File: config.mk
export PLATFORM = sky130hd
export DESIGN_NAME = ula_result_reader_flat
export DESIGN_NICKNAME = d
export VERILOG_FILES = /design/src/rtl/ula_result_reader_if.sv /design/src/rtl/ula_result_reader.sv /design/src/flat_wrapper.sv
export SDC_FILE = /design/constraint.sdc
export NUM_CORES = 1
export LEC_CHECK = 0
export CORE_AREA = 2 2 121 123
export CTS_CLUSTER_DIAMETER = 150
export DETAILED_ROUTE_END_ITERATION = 8
export DIE_AREA = 0 0 123 125
export DONT_BUFFER_PORTS = 1
export PLACE_DENSITY = 0.39
export RECOVER_POWER = 50
export SLEW_MARGIN = 20
export SYNTH_ARGS = -nofsm -noshare
export SYNTH_HDL_FRONTEND = slang
export SYNTH_SLANG_ARGS = --single-unit
File: constraint.sdc
create_clock -name clk -period 2.4 [get_ports clk]
set_clock_uncertainty 0.1 [all_clocks]
set_input_delay 0.48 -clock clk [delete_from_list [all_inputs] [get_ports clk]]
set_output_delay 0.48 -clock clk [all_outputs]
set_load 0.01 [all_outputs]
File: src/rtl/ula_result_reader_if.sv
// Downstream byte-stream link between ula_result_reader and its consumer.
//   m_valid : beat available
//   m_ready : consumer accepts beat
//   m_data  : current beat (one half of a ULA result)
//   m_last  : beat is the upper half of a result
// Modports: master (driven by the reader), slave (the consumer side).
interface ula_result_reader_if #(
    parameter int unsigned DATA_WIDTH = 8
) ();
    logic                  m_valid;
    logic                  m_ready;
    logic [DATA_WIDTH-1:0] m_data;
    logic                  m_last;

    modport master (
        output m_valid,
        output m_data,
        output m_last,
        input  m_ready
    );

    modport slave (
        input  m_valid,
        input  m_data,
        input  m_last,
        output m_ready
    );
endinterface

File: src/rtl/ula_result_reader.sv
// Buffers 2*DATA_WIDTH ULA results in a small FIFO and serializes each one
// downstream as two DATA_WIDTH beats, lower half first.
// Ports:
//   clk, rst     : single clock, synchronous active-high reset
//   ula_valid_i  : ULA result strobe (no back-pressure toward the ULA)
//   ula_data_i   : ULA result
//   m_if         : downstream stream (master modport of ula_result_reader_if)
//   ovf_o        : sticky, set when a result had to be dropped
//   count_o      : number of results currently stored
module ula_result_reader #(
    parameter int unsigned DATA_WIDTH = 8,
    parameter int unsigned FIFO_DEPTH = 4
) (
    input  logic                        clk,
    input  logic                        rst,
    input  logic                        ula_valid_i,
    input  logic [2*DATA_WIDTH-1:0]     ula_data_i,
    ula_result_reader_if.master         m_if,
    output logic                        ovf_o,
    output logic [$clog2(FIFO_DEPTH):0] count_o
);
    localparam int unsigned RW = 2 * DATA_WIDTH;
    localparam int unsigned PW = $clog2(FIFO_DEPTH);
    localparam int unsigned CW = PW + 1;

    typedef enum logic [1:0] {
        ST_EMPTY = 2'd0,
        ST_LOW   = 2'd1,
        ST_HIGH  = 2'd2
    } state_t;

    state_t            state, state_nxt;
    logic [RW-1:0]     mem [FIFO_DEPTH];
    logic [PW-1:0]     wr_ptr, rd_ptr, rd_ptr_nxt;
    logic [CW-1:0]     count_nxt, count_after_pop;
    logic [RW-1:0]     head_nxt;
    logic              pop, lo_hs, full, push_ok;
    logic              m_valid_nxt, m_last_nxt;
    logic [DATA_WIDTH-1:0] m_data_nxt;

    // Handshake and accept decode; a HIGH-beat handshake frees the head slot.
    always_comb begin
        lo_hs   = (state == ST_LOW)  && m_if.m_ready;
        pop     = (state == ST_HIGH) && m_if.m_ready;
        full    = (count_o == CW'(FIFO_DEPTH));
        push_ok = ula_valid_i && (!full || pop);
    end

    // Occupancy, read pointer and the head word as they will be after this edge.
    always_comb begin
        count_nxt = count_o;
        if (push_ok && !pop) begin
            count_nxt = count_o + CW'(1);
        end else if (pop && !push_ok) begin
            count_nxt = count_o - CW'(1);
        end
        count_after_pop = count_o - CW'(pop);
        rd_ptr_nxt      = rd_ptr + PW'(pop);
        // When nothing survives the pop, the next head can only be the incoming result.
        head_nxt = (count_after_pop == '0) ? ula_data_i : mem[rd_ptr_nxt];
    end

    // FSM: state register.
    always_ff @(posedge clk) begin
        if (rst) begin
            state <= ST_EMPTY;
        end else begin
            state <= state_nxt;
        end
    end

    // FSM: next-state logic.
    always_comb begin
        state_nxt = state;
        case (state)
            ST_EMPTY: if (push_ok)     state_nxt = ST_LOW;
            ST_LOW:   if (lo_hs)       state_nxt = ST_HIGH;
            ST_HIGH:  if (pop)         state_nxt = (count_nxt != '0) ? ST_LOW : ST_EMPTY;
            default:                   state_nxt = ST_EMPTY;
        endcase
    end

    // FSM: output decode, evaluated for the next state so outputs can be registered.
    always_comb begin
        m_valid_nxt = 1'b0;
        m_last_nxt  = 1'b0;
        m_data_nxt  = '0;
        case (state_nxt)
            ST_LOW: begin
                m_valid_nxt = 1'b1;
                m_data_nxt  = head_nxt[DATA_WIDTH-1:0];
            end
            ST_HIGH: begin
                m_valid_nxt = 1'b1;
                m_last_nxt  = 1'b1;
                m_data_nxt  = head_nxt[RW-1:DATA_WIDTH];
            end
            default: ;
        endcase
    end

    // Result storage; contents are don't-care outside the live window, so no reset.
    always_ff @(posedge clk) begin
        if (push_ok) begin
            mem[wr_ptr] <= ula_data_i;
        end
    end

    // Pointers, occupancy, overflow flag and registered stream outputs.
    always_ff @(posedge clk) begin
        if (rst) begin
            wr_ptr       <= '0;
            rd_ptr       <= '0;
            count_o      <= '0;
            ovf_o        <= 1'b0;
            m_if.m_valid <= 1'b0;
            m_if.m_last  <= 1'b0;
            m_if.m_data  <= '0;
        end else begin
            if (push_ok) begin
                wr_ptr <= wr_ptr + PW'(1);
            end
            if (ula_valid_i && !push_ok) begin
                ovf_o <= 1'b1;
            end
            rd_ptr       <= rd_ptr_nxt;
            count_o      <= count_nxt;
            m_if.m_valid <= m_valid_nxt;
            m_if.m_last  <= m_last_nxt;
            m_if.m_data  <= m_data_nxt;
        end
    end
endmodule
File: src/flat_wrapper.sv
// flat-port wrapper written by rule: the top's interface ports become plain ports
module ula_result_reader_flat 
#(
    parameter int unsigned DATA_WIDTH = 8,
    parameter int unsigned FIFO_DEPTH = 4
)
  (clk, rst, ula_valid_i, ula_data_i, ovf_o, count_o, m_if_m_valid, m_if_m_data, m_if_m_last, m_if_m_ready);
  ula_result_reader_if #(.DATA_WIDTH(DATA_WIDTH)) m_if_i ();
  input  logic clk;
  input  logic rst;
  input  logic ula_valid_i;
  input  logic [2*DATA_WIDTH-1:0] ula_data_i;
  output logic ovf_o;
  output logic [$clog2(FIFO_DEPTH):0] count_o;
  output wire logic [$bits(m_if_i.m_valid)-1:0] m_if_m_valid;
  output wire logic [$bits(m_if_i.m_data)-1:0] m_if_m_data;
  output wire logic [$bits(m_if_i.m_last)-1:0] m_if_m_last;
  input wire logic [$bits(m_if_i.m_ready)-1:0] m_if_m_ready;
  assign m_if_m_valid = m_if_i.m_valid;
  assign m_if_m_data = m_if_i.m_data;
  assign m_if_m_last = m_if_i.m_last;
  assign m_if_i.m_ready = m_if_m_ready;
  ula_result_reader #(.DATA_WIDTH(DATA_WIDTH), .FIFO_DEPTH(FIFO_DEPTH)) u_core (.clk(clk), .rst(rst), .ula_valid_i(ula_valid_i), .ula_data_i(ula_data_i), .m_if(m_if_i), .ovf_o(ovf_o), .count_o(count_o));
endmodule
==> flow_summary.json <==
{
  "initial_core_util_pct": 25.1,
  "ctsRootBufferMaster": "clkbuf_16",
  "fin_cells": 439,
  "post-route-period-util_pct": 95.0,
  "diodes": 0,
  "grt_pass1_vias": 2024,
  "synth.distinct_cells": 39,
  "cts.sinks": 84,
  "layout_setup_ws_ns": 0.121,
  "numCtsBuffers": 9,
  "yosys_warnings": 0,
  "critPathCaptureType": "flip-flop",
  "antenna_found_initial": 0,
  "grt_max_degree": 17,
  "final_common_cell": "edfxtp_1",
  "n_fill_cell": 1452,
  "detail_route.wl_per_cell_um": 17.5,
  "layout.nets": 280,
  "yosysTopAreaCellShare_pct": 53.8,
  "criticalPathCategory": "flip-flop to flip-flop",
  "setup_tns_ns": 0,
  "finalHoldViolCount": 0,
  "gp_congestion": 0.734,
  "crit_path_start_kind": "flip-flop",
  "fmax_ghz": 0.439,
  "fin_hold_ws_ns": 0.107,
  "cp_data_arrival_time_ns": 2.39,
  "synth.avg_cell_area_um2": 15.7,
  "drive_above_1_share_pct": 22.7,
  "hp-class": "primary input to flip-flop",
  "min_from": "rst",
  "netlist_area_um2": 3570,
  "powerDensity_nw_per_um2": 800,
  "power_leakage_nw": 1.43,
  "hpwl_mm": 5.04,
  "critPathRequiredTime_ns": 2.52,
  "final_max_slew_viol_count": 0,
  "cts_buffer_depth": 2,
  "postCtsHoldBufs": 0,
  "worstMarginPinSlew_ns": 0.493,
  "dieWidth_um": 123,
  "insertion_delay_ns": 0.33,
  "place_inst": 423,
  "syn_inst": 228,
  "fp-row-count": 44,
  "post_cts_buffers": 0,
  "max_slew_margin_pct": 67.1,
  "final_util_pct": 29.7,
  "synth_nets": 258,
  "synth.yosys.seq_area_share_pct": 65.0,
  "die_h_um": 125,
  "postRouteAntennaNets": 0,
  "dpl_cell_area_um2": 3960,
  "clk_pin_slew_ns": 0.06,
  "detail_route.iter0.violations": 140,
  "post-place-ws_ns": 0.000561,
  "core_area_um2": 14200,
  "p_total_mw": 3.37,
  "vias": 1927,
  "htree_levels": 3,
  "period_needed_ns": 2.28,
  "synth_area_leaders": "edfxtp_1 (54%), dfxtp_1 (11%), mux4_2 (6.3%)",
  "vias_per_cell": 4.39,
  "wirelength_mm": 7.69,
  "rsz0062_at_grt": "false",
  "firstDrtPassIters": 4,
  "setup_viol": 0,
  "cts_tree": "done",
  "grt_pass1_wl_mm": 12.0,
  "portBuffers": 0,
  "final_cell_mix": "edfxtp_1 (64), nand2_1 (18), nand3_1 (18), dfxtp_1 (18)",
  "dieArea_um2": 15400,
  "peakVddDrop_mv": 0.277,
  "synth_largest_area_cell": "edfxtp_1",
  "cp-startpoint": "u_core.state[0]",
  "fin_area_um2": 4210,
  "grt_usage_pct": 10.9,
  "ys_seq_elements": 84,
  "r2r_start": "u_core.state[0]",
  "syn2layout_area_growth_pct": 18.0,
  "ios": 34,
  "status": "finished, final reports clean",
  "grt_overflow": 0,
  "maxCapViolCount": 0,
  "crit_fanout": 10,
  "drc_errors": 0
}
==> final timing paths <==
path | end | slack, ns | cells past startpoint
setup / recovery | u_core.m_if.m_data[7] | 0.12 | 8
hold / removal | u_core.m_if.m_last | 0.11 | 1
setup reg to reg | u_core.m_if.m_data[7] | 0.12 | 8
hold reg to reg | u_core.ovf_o | 0.44 | 2
==> power breakdown <==
part	leakage (nW)	internal (mW)	total (mW)	switching (mW)
Sequential	0.752	1.66	1.70	0.0390
Combinational	0.549	0.194	0.428	0.234
Clock	0.131	0.702	1.24	0.540
==> repair_timing <==
item                       in CTS  in global routing
resized for setup               1                  3
setup endpoints to repair       1                  8
pin swaps                       0                  0
==> registers in the layout, indices dropped and copies added, names as in the netlist <==
name                 flops
u_core.m_if.m_valid      1
u_core.mem              64
u_core.state             2
u_core.ovf_o             1
u_core.m_if.m_data       8
u_core.wr_ptr            2
u_core.m_if.m_last       1
u_core.rd_ptr            2
u_core.count_o           3
==> final cells by class <==
class | instances | area, µm² | share of cell area, %
sequential | 84 | 2320 | 55.2
multi-input combinational | 124 | 1140 | 27.0
clock buffer | 12 | 236 | 5.61
tap | 184 | 230 | 5.46
timing repair buffer | 22 | 221 | 5.26
inverter | 9 | 36.3 | 0.861
clock inverter | 4 | 27.5 | 0.653
==> cells by family (layout without fill, tap and decap cells) <==
family,after synthesis,in the layout,share of synthesized area [%]
buffers and inverters,20,47,3.33
adders and majority gates,10,10,3.50
and+or+nand+nor,65,65,9.29
DFF,84,84,65.0
muxes,26,26,14.4
xor gates and xnor gates,4,4,1.19
AOI/OAI and AO/OA,19,19,3.29
==> cells in the mapped netlist <==
| cell type | number |
|---|---|
| edfxtp_1 | 64 |
| dfxtp_1 | 20 |
| nand2_1 | 18 |
| nand3_1 | 18 |
| a31oi_1 | 11 |
| nor2_1 | 11 |
| ha_1 | 10 |
| mux4_2 | 10 |
| inv_1 | 8 |
| mux2_2 | 6 |
| mux4_1 | 6 |
| and2_1 | 4 |
| nor3_1 | 4 |
| buf_2 | 3 |
| nor2b_1 | 3 |
| o21ai_0 | 3 |
| a21oi_1 | 2 |
| buf_4 | 2 |
| buf_6 | 2 |
| clkbuf_1 | 2 |
| mux2_4 | 2 |
| xnor2_1 | 2 |
| a211oi_1 | 1 |
| a311oi_1 | 1 |
| buf_8 | 1 |
| clkbuf_4 | 1 |
| inv_4 | 1 |
| mux2i_1 | 1 |
| mux2i_4 | 1 |
| nand3b_1 | 1 |
| nand3b_4 | 1 |
| nand4_1 | 1 |
| nor3_2 | 1 |
| nor3b_2 | 1 |
| nor4_1 | 1 |
| o31ai_1 | 1 |
| or2_2 | 1 |
| xor2_1 | 1 |
| xor2_2 | 1 |
==> per-layer routing <==
metal  GRT usage, %  wire length [µm]  vias up
met1           13.2              3220      963
met2           17.2              3830       43
met5              0                 0        -
li1               -                 -      914
met4           3.21                82        0
met3           5.11               560        7
==> worst max-delay path, stage by stage (launching register included) <==
cell and delay, ns:
dfxtp_2 0.37, nand3b_4 0.16, inv_4 0.03, ha_1 0.32, buf_12 0.17, mux4_1 0.54, mux2_2 0.30, nand2_1 0.07
a31oi_1 0.09
(Power assumes the default switching activity.)
